[config.mk]
export PLATFORM = sky130hd
export DESIGN_NAME = reaction_game_fsm
export DESIGN_NICKNAME = d
export VERILOG_FILES = /design/src/rtl/reaction_pkg.sv /design/src/rtl/bcd_digit.sv /design/src/rtl/reaction_game_fsm.sv
export SDC_FILE = /design/constraint.sdc
export NUM_CORES = 1
export LEC_CHECK = 0
export CAP_MARGIN = 20
export CORE_UTILIZATION = 65
export DETAILED_ROUTE_END_ITERATION = 7
export DONT_BUFFER_PORTS = 1
export GPL_TIMING_DRIVEN = 0
export PLACE_DENSITY = 0.86
export SLEW_MARGIN = 20
export SYNTH_ARGS = -nofsm -noshare
export SYNTH_HDL_FRONTEND = slang
export SYNTH_HIERARCHICAL = 1
export SYNTH_SLANG_ARGS = --single-unit
[constraint.sdc]
create_clock -name clk -period 5.45 [get_ports clk]
set_clock_uncertainty 0.1 [all_clocks]
set_input_delay 0.8175 -clock clk [delete_from_list [all_inputs] [get_ports clk]]
set_output_delay 0.8175 -clock clk [all_outputs]
set_load 0.01 [all_outputs]
[src/rtl/reaction_pkg.sv]
// Shared types and constants for the reaction-time game sequencer.
package reaction_pkg;

    typedef enum logic [2:0] {
        IDLE    = 3'd0,
        ARMED   = 3'd1,
        GO      = 3'd2,
        DONE    = 3'd3,
        FOUL    = 3'd4,
        TIMEOUT = 3'd5
    } gameStateT;

    localparam logic [15:0] BCD_MAX = 16'h9999;
    localparam int unsigned DELAY_W = 13;

endpackage

[src/rtl/bcd_digit.sv]
// One decimal digit of the reaction-time counter; carries out on 9 -> 0.
module bcd_digit (
    input  logic       clk,
    input  logic       reset,
    input  logic       clr,
    input  logic       inc,
    output logic [3:0] digit,
    output logic       carry
);

    assign carry = inc && (digit == 4'd9);

    always_ff @(posedge clk or posedge reset) begin
        if (reset) begin
            digit <= '0;
        end else if (clr) begin
            digit <= '0;
        end else if (inc) begin
            digit <= (digit == 4'd9) ? 4'd0 : digit + 4'd1;
        end
    end

endmodule

[src/rtl/reaction_game_fsm.sv]
// Reaction-game sequencer: random wait, ms BCD reaction timer, best time and foul detection.
// The LFSR input is named randVal because rand is a reserved word in SystemVerilog.
module reaction_game_fsm
    import reaction_pkg::*;
#(
    parameter int unsigned TICK_DIV     = 50000,
    parameter int unsigned MIN_DELAY_MS = 1000
) (
    input  logic        clk,
    input  logic        reset,
    input  logic        start,
    input  logic        react,
    input  logic        clear_best,
    input  logic [15:0] randVal,
    output logic        go_led,
    output logic        foul,
    output logic [15:0] time_bcd,
    output logic [15:0] best_bcd,
    output logic        new_best,
    output logic [2:0]  state
);

    localparam int unsigned PRE_W = (TICK_DIV > 1) ? $clog2(TICK_DIV) : 1;
    localparam logic [PRE_W-1:0]   PRE_LAST = PRE_W'(TICK_DIV - 1);
    localparam logic [DELAY_W-1:0] MIN_LOAD = DELAY_W'(MIN_DELAY_MS);

    gameStateT          curState, nextState;
    logic [PRE_W-1:0]   presc;
    logic [DELAY_W-1:0] delayCnt;
    logic [DELAY_W-1:0] delayLoad;
    logic               running;
    logic               tick;
    logic               saturated;
    logic               countEn;
    logic [3:0]         carry;
    logic               unusedRandHi;

    assign unusedRandHi = ^randVal[15:12];
    assign delayLoad    = MIN_LOAD + {1'b0, randVal[11:0]};
    assign running      = (curState == ARMED) || (curState == GO);
    assign tick         = running && (presc == PRE_LAST);
    assign saturated    = (time_bcd == BCD_MAX);
    // react and start both take precedence over a coincident tick
    assign countEn      = (curState == GO) && tick && !react && !start && !saturated;

    always_ff @(posedge clk or posedge reset) begin
        if (reset) begin
            curState <= IDLE;
        end else begin
            curState <= nextState;
        end
    end

    always_comb begin
        nextState = curState;
        if (start) begin
            nextState = ARMED;
        end else begin
            case (curState)
                ARMED: begin
                    if (react) begin
                        nextState = FOUL;
                    end else if (tick && (delayCnt <= DELAY_W'(1))) begin
                        nextState = GO;
                    end
                end
                GO: begin
                    if (react) begin
                        nextState = DONE;
                    end else if (tick && saturated) begin
                        nextState = TIMEOUT;
                    end
                end
                default: nextState = curState;
            endcase
        end
    end

    always_ff @(posedge clk or posedge reset) begin
        if (reset) begin
            presc <= '0;
        end else if (start || !running) begin
            presc <= '0;
        end else begin
            presc <= (presc == PRE_LAST) ? '0 : presc + PRE_W'(1);
        end
    end

    always_ff @(posedge clk or posedge reset) begin
        if (reset) begin
            delayCnt <= '0;
        end else if (start) begin
            delayCnt <= delayLoad;
        end else if ((curState == ARMED) && tick && !react && (delayCnt != '0)) begin
            delayCnt <= delayCnt - DELAY_W'(1);
        end
    end

    // Best time is captured on the react edge so it and new_best appear on DONE entry
    always_ff @(posedge clk or posedge reset) begin
        if (reset) begin
            best_bcd <= BCD_MAX;
            new_best <= 1'b0;
        end else begin
            new_best <= 1'b0;
            if (clear_best) begin
                best_bcd <= BCD_MAX;
            end else if (!start && (curState == GO) && react && (time_bcd < best_bcd)) begin
                best_bcd <= time_bcd;
                new_best <= 1'b1;
            end
        end
    end

    bcd_digit u_digit0 (.clk(clk), .reset(reset), .clr(start), .inc(countEn),
                        .digit(time_bcd[3:0]),   .carry(carry[0]));
    bcd_digit u_digit1 (.clk(clk), .reset(reset), .clr(start), .inc(carry[0]),
                        .digit(time_bcd[7:4]),   .carry(carry[1]));
    bcd_digit u_digit2 (.clk(clk), .reset(reset), .clr(start), .inc(carry[1]),
                        .digit(time_bcd[11:8]),  .carry(carry[2]));
    bcd_digit u_digit3 (.clk(clk), .reset(reset), .clr(start), .inc(carry[2]),
                        .digit(time_bcd[15:12]), .carry(carry[3]));

    assign go_led = (curState == GO);
    assign foul   = (curState == FOUL);
    assign state  = curState;

endmodule
Yosys cells after proc, flatten, opt, wreduce, memory -nomap -nowiden
Cells that the tools add are included.

Magnitude comparators: 2. Reduce and logical (&&, ||, !) cells: 31. Mux-type cells: 26. Add/subtract/negate cells: 7. Equal/unequal tests: 11.

Operators by type and width (number): two-way mux 16 bit (4); two-way mux 4 bit (12); == test 16 bit (second input constant) (2); two-way mux 13 bit (2); adder 16 x 1 -> 16 bit (second input constant) (1); adder 4 x 1 -> 4 bit (second input constant) (4); == test 4 bit (second input constant) (4); logical AND 1 bit (16); < comparator 16 bit (1); two-way mux 3 bit (5); adder 10 x 12 -> 13 bit (first input constant) (1); <= comparator 13 x 1 -> 1 bit (second input constant) (1); nonzero test 13 bit (1); subtractor 13 x 1 -> 13 bit (second input constant) (1); nonzero test 2 bit (6); inequality test 4 x 3 -> 1 bit (second input constant) (2); case mux 3 bit (2 select lines) (1); zero test 1 bit (4); == test 3 x 1 -> 1 bit (second input constant) (1); == test 3 x 2 -> 1 bit (second input constant) (1); == test 3 bit (second input constant) (1); AND reduction 3 bit (1); nonzero test 3 bit (1); logical OR 1 bit (2); two-way mux 1 bit (2).

Output and inout bits: 38. Logic and storage cells: 86. Register bits: 65. Input bits: 21.

Longest topological paths before layout
Gate-level depths: netlist of run 1.

Depth in word-level cells: 12. Mapped depth: 14. Depth with buffers taken out: 14.

By module
The synthesis of run 1 kept the hierarchy.

By module, submodules not included: reaction_game_fsm (area each 3027.9 µm², cells an instance 317, instances 1, seq. area each 1236.2 µm²); bcd_digit (area each 244.0 µm², cells an instance 27, instances 4, seq. area each 100.1 µm²).

Least setup slack after synthesis of run 1
Ideal clock, no wire load.

Path type: input-to-reg. Start point: input port start. End point: register u_digit3.digit[2]. Buffers on the path: 1. Stages on the path: 12. Data required time: 5277 ps. Setup time: 73 ps. Arrival time: 3460 ps. Setup slack: 1817 ps. Cell sequence: clkbuf_1 nor4b_1 nor4b_1 inv_1 nor2_1 inv_1 nor2_1 inv_1 nor2_1 nand2_2 a211o_1 a21oi_2.

Cells in the longest elaborated chain, start to end: 7. Elaborated cells between the ends (all ways): 8. Those cells by class: 1 x mux; 7 x reduce/logical.

RTL lines: from (decl) (RTL line reaction_game_fsm.sv:11) `input logic start,`; zero test 1 bit (RTL line reaction_game_fsm.sv:44) `assign countEn = (curState == GO) && tick && !react && !start && !saturated;`; logical AND 1 bit (2 in series) (RTL line reaction_game_fsm.sv:44); via countEn (RTL line reaction_game_fsm.sv:34) `logic countEn;`; logical AND 1 bit (RTL line bcd_digit.sv:11) `assign carry = inc && (digit == 4'd9);`; via carry[0] (RTL line reaction_game_fsm.sv:35) `logic [3:0] carry;`; logical AND 1 bit (RTL line bcd_digit.sv:11); via carry[1] (RTL line reaction_game_fsm.sv:35); logical AND 1 bit (RTL line bcd_digit.sv:11); via carry[2] (RTL line reaction_game_fsm.sv:35); nonzero test 2 bit (no source line); to (signal assigned) (RTL line bcd_digit.sv:19) `digit <= (digit == 4'd9) ? 4'd0 : digit + 4'd1;`; to (decl) (RTL line bcd_digit.sv:7) `output logic [3:0] digit,`.

The timed path passes the listed nets, and every way through them passes these cells. A chain may end at the register's enable or synchronous reset.

Worst setup path after layout of run 1
Start point: register presc[11]. End point: register u_digit3.digit[2].

Cells in the longest elaborated chain, start to end: 10.

RTL lines: from (decl) (RTL line reaction_game_fsm.sv:28) `logic [PRE_W-1:0] presc;`; from (signal assigned) (RTL line reaction_game_fsm.sv:85) `presc <= (presc == PRE_LAST) ? '0 : presc + PRE_W'(1);`; == test 16 bit (RTL line reaction_game_fsm.sv:41) `assign tick = running && (presc == PRE_LAST);`; logical AND 1 bit (RTL line reaction_game_fsm.sv:41); logical AND 1 bit (4 in series) (RTL line reaction_game_fsm.sv:44); via countEn (RTL line reaction_game_fsm.sv:34); logical AND 1 bit (RTL line bcd_digit.sv:11); via carry[0] (RTL line reaction_game_fsm.sv:35); logical AND 1 bit (RTL line bcd_digit.sv:11); via carry[1] (RTL line reaction_game_fsm.sv:35); logical AND 1 bit (RTL line bcd_digit.sv:11); via carry[2] (RTL line reaction_game_fsm.sv:35); nonzero test 2 bit (no source line).

The timed path passes the listed nets, and every way through them passes these cells.

==> results by stage, run 1 <==
Status:
- The flow ran to the end, and the final reports show no timing, DRC or antenna violations.

Timing:
- The setup TNS after final layout is 0 ns.
- The count of final max-slew check failures is 0.
- The transition time at the pin with the least slew margin is 0.7602 ns.
- Based on the critical path, the design can be clocked at up to 0.2441 GHz.
- In this run the tightest slew margin relative to its limit is 49.08%.
- The final critical path takes up 75.16% of the cycle.
- The count of final hold-check violations was 0.
- The post-route minimum period is 4.096 ns.
- Setup violations remaining at the end of the flow were counted as 0.
- Setup repair after global routing left no endpoint under its margin.

Floorplan:
- In this run the vertical extent of the chip is 80.45 um.
- The overall die area is 6471 sq um.
- The region available for standard cell placement spans 5921 sq um.
- The effective utilization at floorplan is 67.56%.
- 59 I/O pins were placed.
- The floorplan step set the die width to 80.45 um.
- The total number of placement rows is 28.

Logic synthesis:
- The net count after synthesis is 473.
- Each instance of the synthesized netlist takes up on average 9.434 sq um.
- The count of yosys warnings during synthesis is 6.
- The cell area after synthesis is 4000 sq um.
- After technology mapping, the gate count stands at 424.

Cells and area:
- Summing all non-filler instances in the final layout gives an area of 4343 sq um.
- The net total in the final layout is 485.
- The area added between synthesis and finish is 8.571%.
- The repair_antennas step left the layout with diodes totalling 0.
- Of the cells placed in the final design, the portion with a size suffix greater than 1 is 9.751%.

Run:
- The number of max-cap violations is 0.

Drt:
- In the routed design, unresolved DRC markers number 0.
- The per-cell via count in the routed design is 6.376.
- The detailed router's first-iteration violation count is 230.
- The wire length per cell after detailed routing is 17.59 um.
- Before antenna repair, the detailed router went through 5 iterations.
- The sum of routed wire length over all layers is 9.076 mm.
- The number of vias after detailed routing is 3,290.
- The post-route antenna net violation count is 0.

Global route:
- The number of antenna violations at the first check in global routing is 0.
- Entering global routing, the biggest net connects 29 pins.
- The total congestion overflow after global routing is 0.
- The number of global-route vias before repair is 3,300.
- Global routing consumed, over all layers together, 30.95% of the routing resources.
- The first global-routing pass estimated 15.04 mm of wire.

Pwr:
- Power spread over the standard cell area amounts to 238.4 nW/um^2.
- The leakage dissipation is 1.788 nW.
- The worst-case IR drop observed on VDD is 238.7 uV.
- The overall power is 1.036 mW.

Clock tree:
- Buffers inserted during clock tree synthesis total 9.
- The hold-fix buffer count after cts is 0.
- The count of instances resized after the clock tree is built is 0.
- The post-CTS setup-driven buffer insertion count is 0.
- CTS built an H-tree with a depth of 3.
- The buffer depth of the longest clock path is 2.
- The TritonCTS clock tree is built.
- The number of clock sinks is 65.
- The insertion delay of the later-clocked pin in the worst-skew pair is 0.35 ns.
- After clock tree synthesis, the clock-pin slew on the worst setup and hold paths is 0.07 ns.
- The master cell of the clock root buffer is sky130_fd_sc_hd__clkbuf_8.

Critical path:
- The critical path launch point is presc[11]$_DFF_PP0_.
- The classification of the worst setup path is flop to flop.
- The worst setup path is launched from a flop.
- The worst register-to-register path begins at presc[11]$_DFF_PP0_.
- The endpoint type of the worst setup path is a flop.
- Data arrives at the worst endpoint at 4.28 ns.
- Along the worst path, the maximum fanout reaches 7.
- The data required time of the worst path is 5.63 ns.

Placed design:
- The HPWL reported at the end of detailed placement is 6.486 mm.
- The cell area after placement is 4121 sq um.
- Port buffering added 0 buffers.
- At the end of routability-driven placement, the weighted congestion stood at 0.8874.

Worst hold path:
- The worst min-delay path category is primary input to asynchronous set/reset pin.
-- state kept, by name, summed over array words and instances, names as in the netlist --
name            count
presc              16
u_digit0/digit      4
new_best            1
state               3
u_digit1/digit      4
delayCnt           13
u_digit3/digit      4
u_digit2/digit      4
best_bcd           16
-- final timing paths --
kind	to	slack, ns	cells after the start
min in group clk	u_digit1/digit[2]$_DFFE_PP0P_	0.41	1
min	u_digit2/digit[2]$_DFFE_PP0P_	0.12	1
max in group asynchronous	best_bcd[3]$_DFFE_PP1P_	4.31	2
min reg2reg	presc[0]$_DFF_PP0_	0.42	1
max	u_digit3/digit[2]$_DFFE_PP0P_	1.35	14
max reg2reg	u_digit3/digit[2]$_DFFE_PP0P_	1.35	14
-- per-stage QoR --
stage | hold WS, ns | setup WS [ns] | cells | utilization, %
after floorplan | 0.3758 | 1.817 | 424 | -
after global placement | 0.4003 | 1.034 | 499 | 69.15
after detailed placement | 0.4145 | 0.9353 | 500 | 69.61
after CTS | 0.1165 | 1.119 | 516 | 73.25
after global routing | 0.1201 | 1.139 | 516 | 73.35
final | 0.1243 | 1.354 | 516 | 73.35
-- worst max-delay path, stage by stage (launching register included) --
cell,delay [ns]
sky130_fd_sc_hd__dfrtp_1,0.45
sky130_fd_sc_hd__nor4b_1,0.34
sky130_fd_sc_hd__nand2_1,0.09
sky130_fd_sc_hd__nor3_1,0.21
sky130_fd_sc_hd__nand4b_1,0.17
sky130_fd_sc_hd__nor4b_2,0.56
sky130_fd_sc_hd__inv_1,0.16
sky130_fd_sc_hd__nor2_1,0.38
sky130_fd_sc_hd__inv_1,0.15
sky130_fd_sc_hd__nor2_1,0.41
sky130_fd_sc_hd__inv_1,0.15
sky130_fd_sc_hd__nor2_1,0.36
sky130_fd_sc_hd__nand2_2,0.09
sky130_fd_sc_hd__a211o_1,0.29
sky130_fd_sc_hd__a21oi_2,0.12
-- layer usage --
metal  up-vias  global-route usage [%]  wire, um
met1      1577                   36.87      3648
li1       1557                       -         -
met2       131                   50.34      4444
met4         0                   13.04       211
met5         -                       0         0
met3        25                   11.02       771
-- cell usage in the layout (no fill, tap or decap), types with 10 or more instances in the layout --
master and count:
sky130_fd_sc_hd__o21ai_0 15, sky130_fd_sc_hd__nand2_1 31, sky130_fd_sc_hd__nand3b_1 12, sky130_fd_sc_hd__a21oi_1 19, sky130_fd_sc_hd__ha_1 28, sky130_fd_sc_hd__nor3_1 10, sky130_fd_sc_hd__clkbuf_8 12, sky130_fd_sc_hd__or3_1 10
sky130_fd_sc_hd__nand3_1 10, sky130_fd_sc_hd__dfrtp_1 57, sky130_fd_sc_hd__nor2_1 30, sky130_fd_sc_hd__xnor2_1 17, sky130_fd_sc_hd__inv_1 39
-- layout make-up --
class,count,area (sq um)
multi-input cells,309,2182
flip-flops and latches,65,1637
fillers,429,1578
clock buffers,12,165.2
inverters,42,157.7
well taps,75,93.84
clock inverters,4,50.05
plain buffers,8,30.03
repair buffers,1,27.53
-- power breakdown --
group | switching (mW) | total, mW | internal [mW]
logic | 0.0479 | 0.0799 | 0.0320
registers | 0.0151 | 0.511 | 0.496
clock network | 0.196 | 0.444 | 0.248
Power figures use the tool's default switching activity.
==> run 2, diff against run 1 <==
Settings changed: CORE_UTILIZATION 65 to 58, PLACE_DENSITY 0.86 to 0.81.
Clock period 5.45 ns to 3.3 ns, I/O delays scaled along.
==> run 2 against run 1 <==
  * Sequential power is 65% higher
  * First-iteration DRC count down 37%
  * Core utilization is 4.8 points lower
  * Worst setup slack lost 1.1 ns
  * Sequential share of layout area decreased by 0.91 points
  * Routed wire length is 0.53% lower
  * Critical path depth unchanged
  * Combinational power grew 68%
  * Largest cell class unchanged
  * Die area grew 12%
  * Via count hardly changed
==> results by stage, run 2 (synthesis gave the netlist of run 1 again) <==
Timing:
- After layout, the worst path uses 92.23% of the clock period.
- The count of final hold-check violations is 0.
- The worst path setup slack after routing is 0.2564 ns.
- The worst hold slack is 0.09392 ns.
- Setup repair after global routing could not meet its margin everywhere.
- The maximum clock frequency is 0.3286 GHz.
- The transition time at the pin with the least slew margin is 0.6714 ns.
- Subtracting the final worst setup slack from the clock period gives 3.044 ns.
- The final number of setup-violating endpoints is 0.
- The worst pin sits at a relative slew slack of 55.14%.
- The count of final max-slew check failures came to 0.

Critical path:
- Counting both buffers and inverters, the worst setup path holds a total of 3.
- The endpoint of the worst-slack reg-to-reg timing path is u_digit3/digit[2]$_DFFE_PP0P_.
- The setup check on the worst reg-to-reg path leaves a slack of 0.26 ns.
- The slowest stage of the critical path is the sky130_fd_sc_hd__dfrtp_1 cell.
- The worst reg2reg path depth is 14.
- Among cell families on the critical path, the largest total delay comes from simple AND/OR/NAND/NOR gates.
- Walking the worst path, the cells encountered are nor4b_2, nand2_1, nor3_1, nand4b_1, nor4b_4, inv_1, nor2_4, inv_1, nor2_4, inv_1, nor2_4, nand2_2, a211o_1, a21oi_2.
- STA classifies the critical path endpoint as a flop.
- At the worst endpoint, the arrival time is 3.22 ns.
- The critical path is of the flop to flop type.
- The worst setup path is launched from a flop.
- The largest single stage delay on the critical path is 0.45 ns.
- In this run the critical register-to-register path is launched from presc[11]$_DFF_PP0_.
- The critical-path maximum fanout is 7.
- Data on the critical path is required at its endpoint by 3.47 ns.

Clock tree:
- The buffer depth of the longest clock path is 2.
- Clock latency on the worst-skew pair, taken at its later pin, is 0.35 ns.
- The master cell of the clock root buffer is sky130_fd_sc_hd__clkbuf_8.
- Buffers inserted during clock tree synthesis total 9.
- Counting every sink on the clock net gives 65.
- The count of H-tree levels built during CTS is 3.
- After clock tree synthesis, the clock-pin slew on the worst setup and hold paths is 0.08 ns.
- TritonCTS built the clock tree.

Cells and area:
- The layout cell share with drive strength beyond 1 is 11.06%.
- In the layout the commonest cells are 57 x sky130_fd_sc_hd__dfrtp_1, 39 x sky130_fd_sc_hd__inv_1, 31 x sky130_fd_sc_hd__nand2_1.
- Leaving out fill and tap cells, the most frequent cell in the layout is sky130_fd_sc_hd__dfrtp_1.
- The number of fill cells in the layout is 512.
- The end-of-flow core utilization is 68.52%.
- 0 antenna diodes ended up in the layout.
- The net total in the final layout is 487.
- The area added between synthesis and finish is 11.26%.
- The largest registers in the layout are best_bcd (16), presc (16), delayCnt (13).

Pwr:
- The internal portion of the total power is 1.452 mW.
- The power per cell area is 422.2 nW/um^2.
- The switching part of the total power is 22.73%.
- VDD sags by at most 331.4 uV.
- The analysis attributes to cell leakage a power of 1.826 nW.
- The share of total power dissipated in sequential elements is 44.9%.
- The analysis attributes to net switching a power of 0.4271 mW.
- The clock network accounts for 47.9% of the total power.
- The proportion of power drawn by combinational gates is 7.2%.

Placed design:
- Once detailed placement completed, the half-perimeter wirelength came to 6.409 mm.
- Routability-driven placement finished with a final weighted congestion of 0.9189.
- At the placement stage, the worst setup path has a slack of -0.6459 ns.
- Port buffering added 0 buffers.

Drt:
- The detailed router's first-iteration violation count is 146.
- The wire length per cell after detailed routing is 17.36 um.
- The routed layout has 3,293 vias.
- The first TritonRoute pass finished after 4 iterations.
- Wires add up to 9.028 mm.
- For this run, design rule violations remaining after detail routing come to 0.
- In this run the remaining antenna-violating nets after routing total 0.
- The per-cell via count in the routed design is 6.333.

Floorplan:
- From left edge to right edge, the die measures 85.05 um.
- The total number of placement rows is 29.
- The die covers 7233 sq um.
- The initial utilization of the core area, before any placement, comes to 61.59%.
- In this run the vertical extent of the chip is 85.05 um.
- The core region is 6495 sq um.
- The count of pins on the block boundary is 59.

Global route:
- The total congestion overflow after global routing is 0.
- The wire length of the first global-routing pass is 15.47 mm.
- The global routing usage summed across all routing layers is 27.21%.
- The number of global-route vias before repair is 3,281.
- The maximum number of pins on one net before global-route repair is 32.
- The number of antenna violations at the first check in global routing is 0.

Worst hold path:
- Along the worst hold path, the cell count comes to 1.
- The worst min-delay path category is primary input to flop.
- The worst hold path begins at start.
- For hold timing, the worst endpoint is u_digit1/digit[2]$_DFFE_PP0P_.

Run:
- The number of max-cap violations is 0.

Status:
- The run finished with clean final reports.
-- run 2: metal layers --
layer	vias to the layer above	global-route usage [%]	part of all wire [%]
met1	1599	34.78	43
met3	14	6.809	6.1
met5	-	0	0
li1	1570	-	-
met2	110	43.91	49
met4	0	11.86	2.0
-- run 2: layout make-up --
class | instances | area (sq um) | area share [%]
clock inverter | 7 | 142.6 | 3.205
tap | 77 | 96.34 | 2.165
inverter | 42 | 157.7 | 3.542
clock buffer | 9 | 123.9 | 2.783
sequential | 65 | 1637 | 36.77
multi-input combinational | 309 | 2226 | 50.01
buffer | 8 | 30.03 | 0.6747
timing repair buffer | 3 | 37.54 | 0.8434
-- run 2: timing repair --
item | 4_1_cts | 5_1_grt
endpoints found under the hold margin | 28 | 0
endpoints found under the setup margin | 8 | 13
pin swaps | 1 | 2
gates cloned | 0 | 0
buffers inserted | 1 | 0
resized for setup | 6 | 3
hold buffers | 1 | 0
-- run 2: worst max-delay path by stage --
stage	depth (start not counted)	slack, ns	endpoint	from
3_5_place_dp	14	-0.65	u_digit3/digit[2]$_DFFE_PP0P_	presc[11]$_DFF_PP0_
3_3_place_gp	14	-0.55	u_digit3/digit[2]$_DFFE_PP0P_	presc[11]$_DFF_PP0_
2_1_floorplan	14	0.1	u_digit3/digit[2]$_DFFE_PP0P_	presc[11]$_DFF_PP0_
4_1_cts	14	0.06	u_digit3/digit[2]$_DFFE_PP0P_	presc[11]$_DFF_PP0_
6_report	14	0.26	u_digit3/digit[2]$_DFFE_PP0P_	presc[11]$_DFF_PP0_
5_1_grt	14	-0.01	u_digit3/digit[2]$_DFFE_PP0P_	presc[11]$_DFF_PP0_
-- run 2: stage by stage --
step | cell area [sq um] | setup TNS (ns) | std cells | power, mW
floorplan | 4006 | 0 | 424 | 0.9548
global placement | 4103 | -1.894 | 501 | 0.9800
finish | 4451 | 0 | 520 | 1.879
detailed placement | 4123 | -2.485 | 502 | 0.9889
global route | 4451 | -0.01167 | 520 | 1.952
CTS | 4433 | 0 | 520 | 1.893
-- run 2: power by group through the flow --
stage               Clock [mW]  Sequential (mW)  Combinational, mW
floorplan                    0            0.852              0.102
finish                   0.901            0.844              0.134
global placement             0            0.857              0.123
detailed placement           0            0.858              0.131
global route             0.952            0.848              0.151
CTS                      0.915            0.843              0.135
==> run 3, diff against run 2 <==
Settings changed: CORE_ASPECT_RATIO set to 0.75.
==> run 3 against run 2 <==
  * The flow now finishes with violations (DRC)
  * Combinational power about the same
  * Non-clock buffer count rose by 2
  * Die area about the same
  * Critical path depth decreased by 7
  * Via count is 1.9% higher
  * Core utilization is 0.99 points lower
  * Cell count increased by 1.2%
  * First-iteration DRC count grew 19%
  * Critical endpoint is now best_bcd[2]$_DFFE_PP0P_
  * Largest power group is now sequential cells
==> results by stage, run 3 (synthesis gave the netlist of run 1 again) <==
Clock tree:
- The tree is rooted in a sky130_fd_sc_hd__clkbuf_8.
- The number of clock sinks is 65.
- The CTS buffer count is 9.
- In this run the number of H-tree levels came out at 3.
- The clock transition at the register clock pins on the worst setup and hold paths after CTS is 0.07 ns.
- The insertion delay of the later-clocked pin in the worst-skew pair is 0.35 ns.
- The buffer depth of the longest clock path is 2.
- TritonCTS built the clock tree.

Drt:
- After detailed routing, the average wire length per cell comes to 17.66 um.
- The number of vias after detailed routing is 3,355.
- After the first detailed-routing iteration, the DRC count stood at 174.
- In the routed design, unresolved DRC markers number 4.
- The sum of routed wire length over all layers is 9.288 mm.
- The per-cell via count in the routed design is 6.378.
- In this run the remaining antenna-violating nets after routing total 0.
- The length of the first detailed-routing pass in iterations is 7.

Worst hold path:
- The worst min-delay path category is primary input to flop.

Global route:
- The number of global-route vias before repair was 3,190.
- The number of antenna violations at the first check in global routing was 0.
- The maximum number of pins on one net before global-route repair is 33.
- The global routing usage summed across all routing layers is 27.40%.
- The first global-routing pass estimated 15.21 mm of wire.
- Global routing finished with a remaining overflow of 0.

Critical path:
- The endpoint type of the worst setup path is a flop.
- In this run the worst path has a maximum fanout of 10.
- The data required time of the worst path is 3.42 ns.
- The data arrival at the endpoint of the critical path is 3.15 ns.
- The classification of the worst setup path is flop to flop.
- The launching element type of the critical path is a flop.

Timing:
- The transition time at the pin with the least slew margin is 0.7131 ns.
- The relative max-transition margin is 52.09%.
- The post-route minimum period is 3.027 ns.
- The count of final max-slew check failures is 0.
- Setup violations remaining at the end of the flow were counted as 0.
- The count of final hold-check violations is 0.
- Derived from the worst setup path, the maximum achievable clock frequency is 0.3303 GHz.
- On the final layout, the worst hold slack is 0.08952 ns.
- The final worst-path cycle share is 91.74%.
- Setup repair after global routing left no endpoint under its margin.
- After routing, the total negative slack on setup checks comes to 0 ns.

Status:
- The run finished, with violations left.
- The checks that failed: DRC.

Cells and area:
- 0 antenna diodes ended up in the layout.
- In the layout the commonest cells are 56 x sky130_fd_sc_hd__dfrtp_1, 39 x sky130_fd_sc_hd__inv_1, 31 x sky130_fd_sc_hd__nand2_1.
- In the final layout, the registers with the most flip-flops are best_bcd (16), presc (16), delayCnt (13).
- The area added between synthesis and finish is 9.321%.
- The layout cell share with drive strength beyond 1 is 11.24%.
- The net total in the final layout is 489.
- Leaving out fill and tap cells, the most frequent cell in the layout is sky130_fd_sc_hd__dfrtp_1.

Floorplan:
- The floorplan step defined a core boundary enclosing 6475 sq um.
- The overall die width is 97.90 um.
- The die is 73.92 um tall.
- The die covers 7236 sq um.
- The count of pins on the block boundary is 59.
- The total number of placement rows is 25.
- The initial utilization of the core area, before any placement, comes to 61.78%.

Pwr:
- The power per cell area is 363.9 nW/um^2.
- The maximum vdd ir drop is 271.3 uV.
- For this design the static power due to leakage is 1.783 nW.

Run:
- The number of max-cap violations is 0.

Placed design:
- Routability-driven placement finished with a final weighted congestion of 0.8968.
- The HPWL reported at the end of detailed placement is 6.762 mm.
- The count of buffers added on input and output ports is 0.
==> run 3: worst max-delay path, stage by stage, from the launching register on <==
cell                        delay, ns
sky130_fd_sc_hd__dfrtp_1         0.52
sky130_fd_sc_hd__ha_1            0.35
sky130_fd_sc_hd__o21ai_0         0.15
sky130_fd_sc_hd__o21ai_0         0.17
sky130_fd_sc_hd__a2111o_1        0.47
sky130_fd_sc_hd__a31oi_1         0.53
sky130_fd_sc_hd__clkbuf_1        0.47
sky130_fd_sc_hd__o2bb2ai_1       0.15
==> run 3: per-stage QoR <==
| stage | std cells | utilization (%) | power [mW] | area [sq um] | worst slack [ns] |
|---|---|---|---|---|---|
| 6_report | 526 | 67.54 | 1.591 | 4373 | 0.2727 |
| 5_1_grt | 526 | 67.54 | 1.648 | 4373 | 0.07796 |
| 4_1_cts | 524 | 67.19 | 1.599 | 4350 | 0.04484 |
| 3_5_place_dp | 506 | 63.75 | 0.9907 | 4128 | -0.7135 |
| 3_3_place_gp | 505 | 63.44 | 0.9809 | 4108 | -0.6113 |
| 2_1_floorplan | 424 | - | 0.9548 | 4006 | 0.09577 |
==> run 3: worst paths after layout <==
check	from	to	slack, ns	cells past startpoint
max in group asynchronous	reset	best_bcd[15]$_DFFE_PP1P_	1.87	3
worst min-delay path	start	u_digit1/digit[2]$_DFFE_PP0P_	0.09	1
worst min register to register	presc[0]$_DFF_PP0_	presc[0]$_DFF_PP0_	0.42	1
min in group asynchronous	reset	u_digit0/digit[1]$_DFFE_PP0P_	0.54	2
worst max-delay path	u_digit0/digit[1]$_DFFE_PP0P_	best_bcd[2]$_DFFE_PP0P_	0.27	7
worst max register to register	u_digit0/digit[1]$_DFFE_PP0P_	best_bcd[2]$_DFFE_PP0P_	0.27	7
==> run 3: routing by layer <==
| metal | track usage, % | vias to the layer above | wire (um) |
|---|---|---|---|
| met1 | 37.80 | 1655 | 4330 |
| met2 | 41.24 | 102 | 4171 |
| li1 | - | 1576 | - |
| met5 | 0 | - | 0 |
| met4 | 11.11 | 0 | 156 |
| met3 | 7.517 | 22 | 629 |
==> run 3: area by class of cell <==
cell class              instances  area, sq um
multi-input cells             309         2220
fillers                       523         2102
flip-flops and latches         65         1638
inverters                      42        157.7
clock buffers                  11        141.4
well taps                      81        101.3
repair buffers                  5        52.55
clock inverters                 5        32.53
plain buffers                   8        30.03
==> run 3: what timing repair did <==
item                                    CTS  global route
hold buffers                              1             0
buffers inserted                          1             2
gates resized for setup                   7             2
endpoints found under the setup margin    8             3
endpoints found under the hold margin    26             0
pin swaps                                 1             5
gates cloned                              0             0
==> run 3: where the power goes <==
| part | total (mW) | switching [mW] | internal, mW |
|---|---|---|---|
| Combinational | 0.134 | 0.0813 | 0.0529 |
| Clock | 0.613 | 0.322 | 0.290 |
| Sequential | 0.844 | 0.0248 | 0.820 |
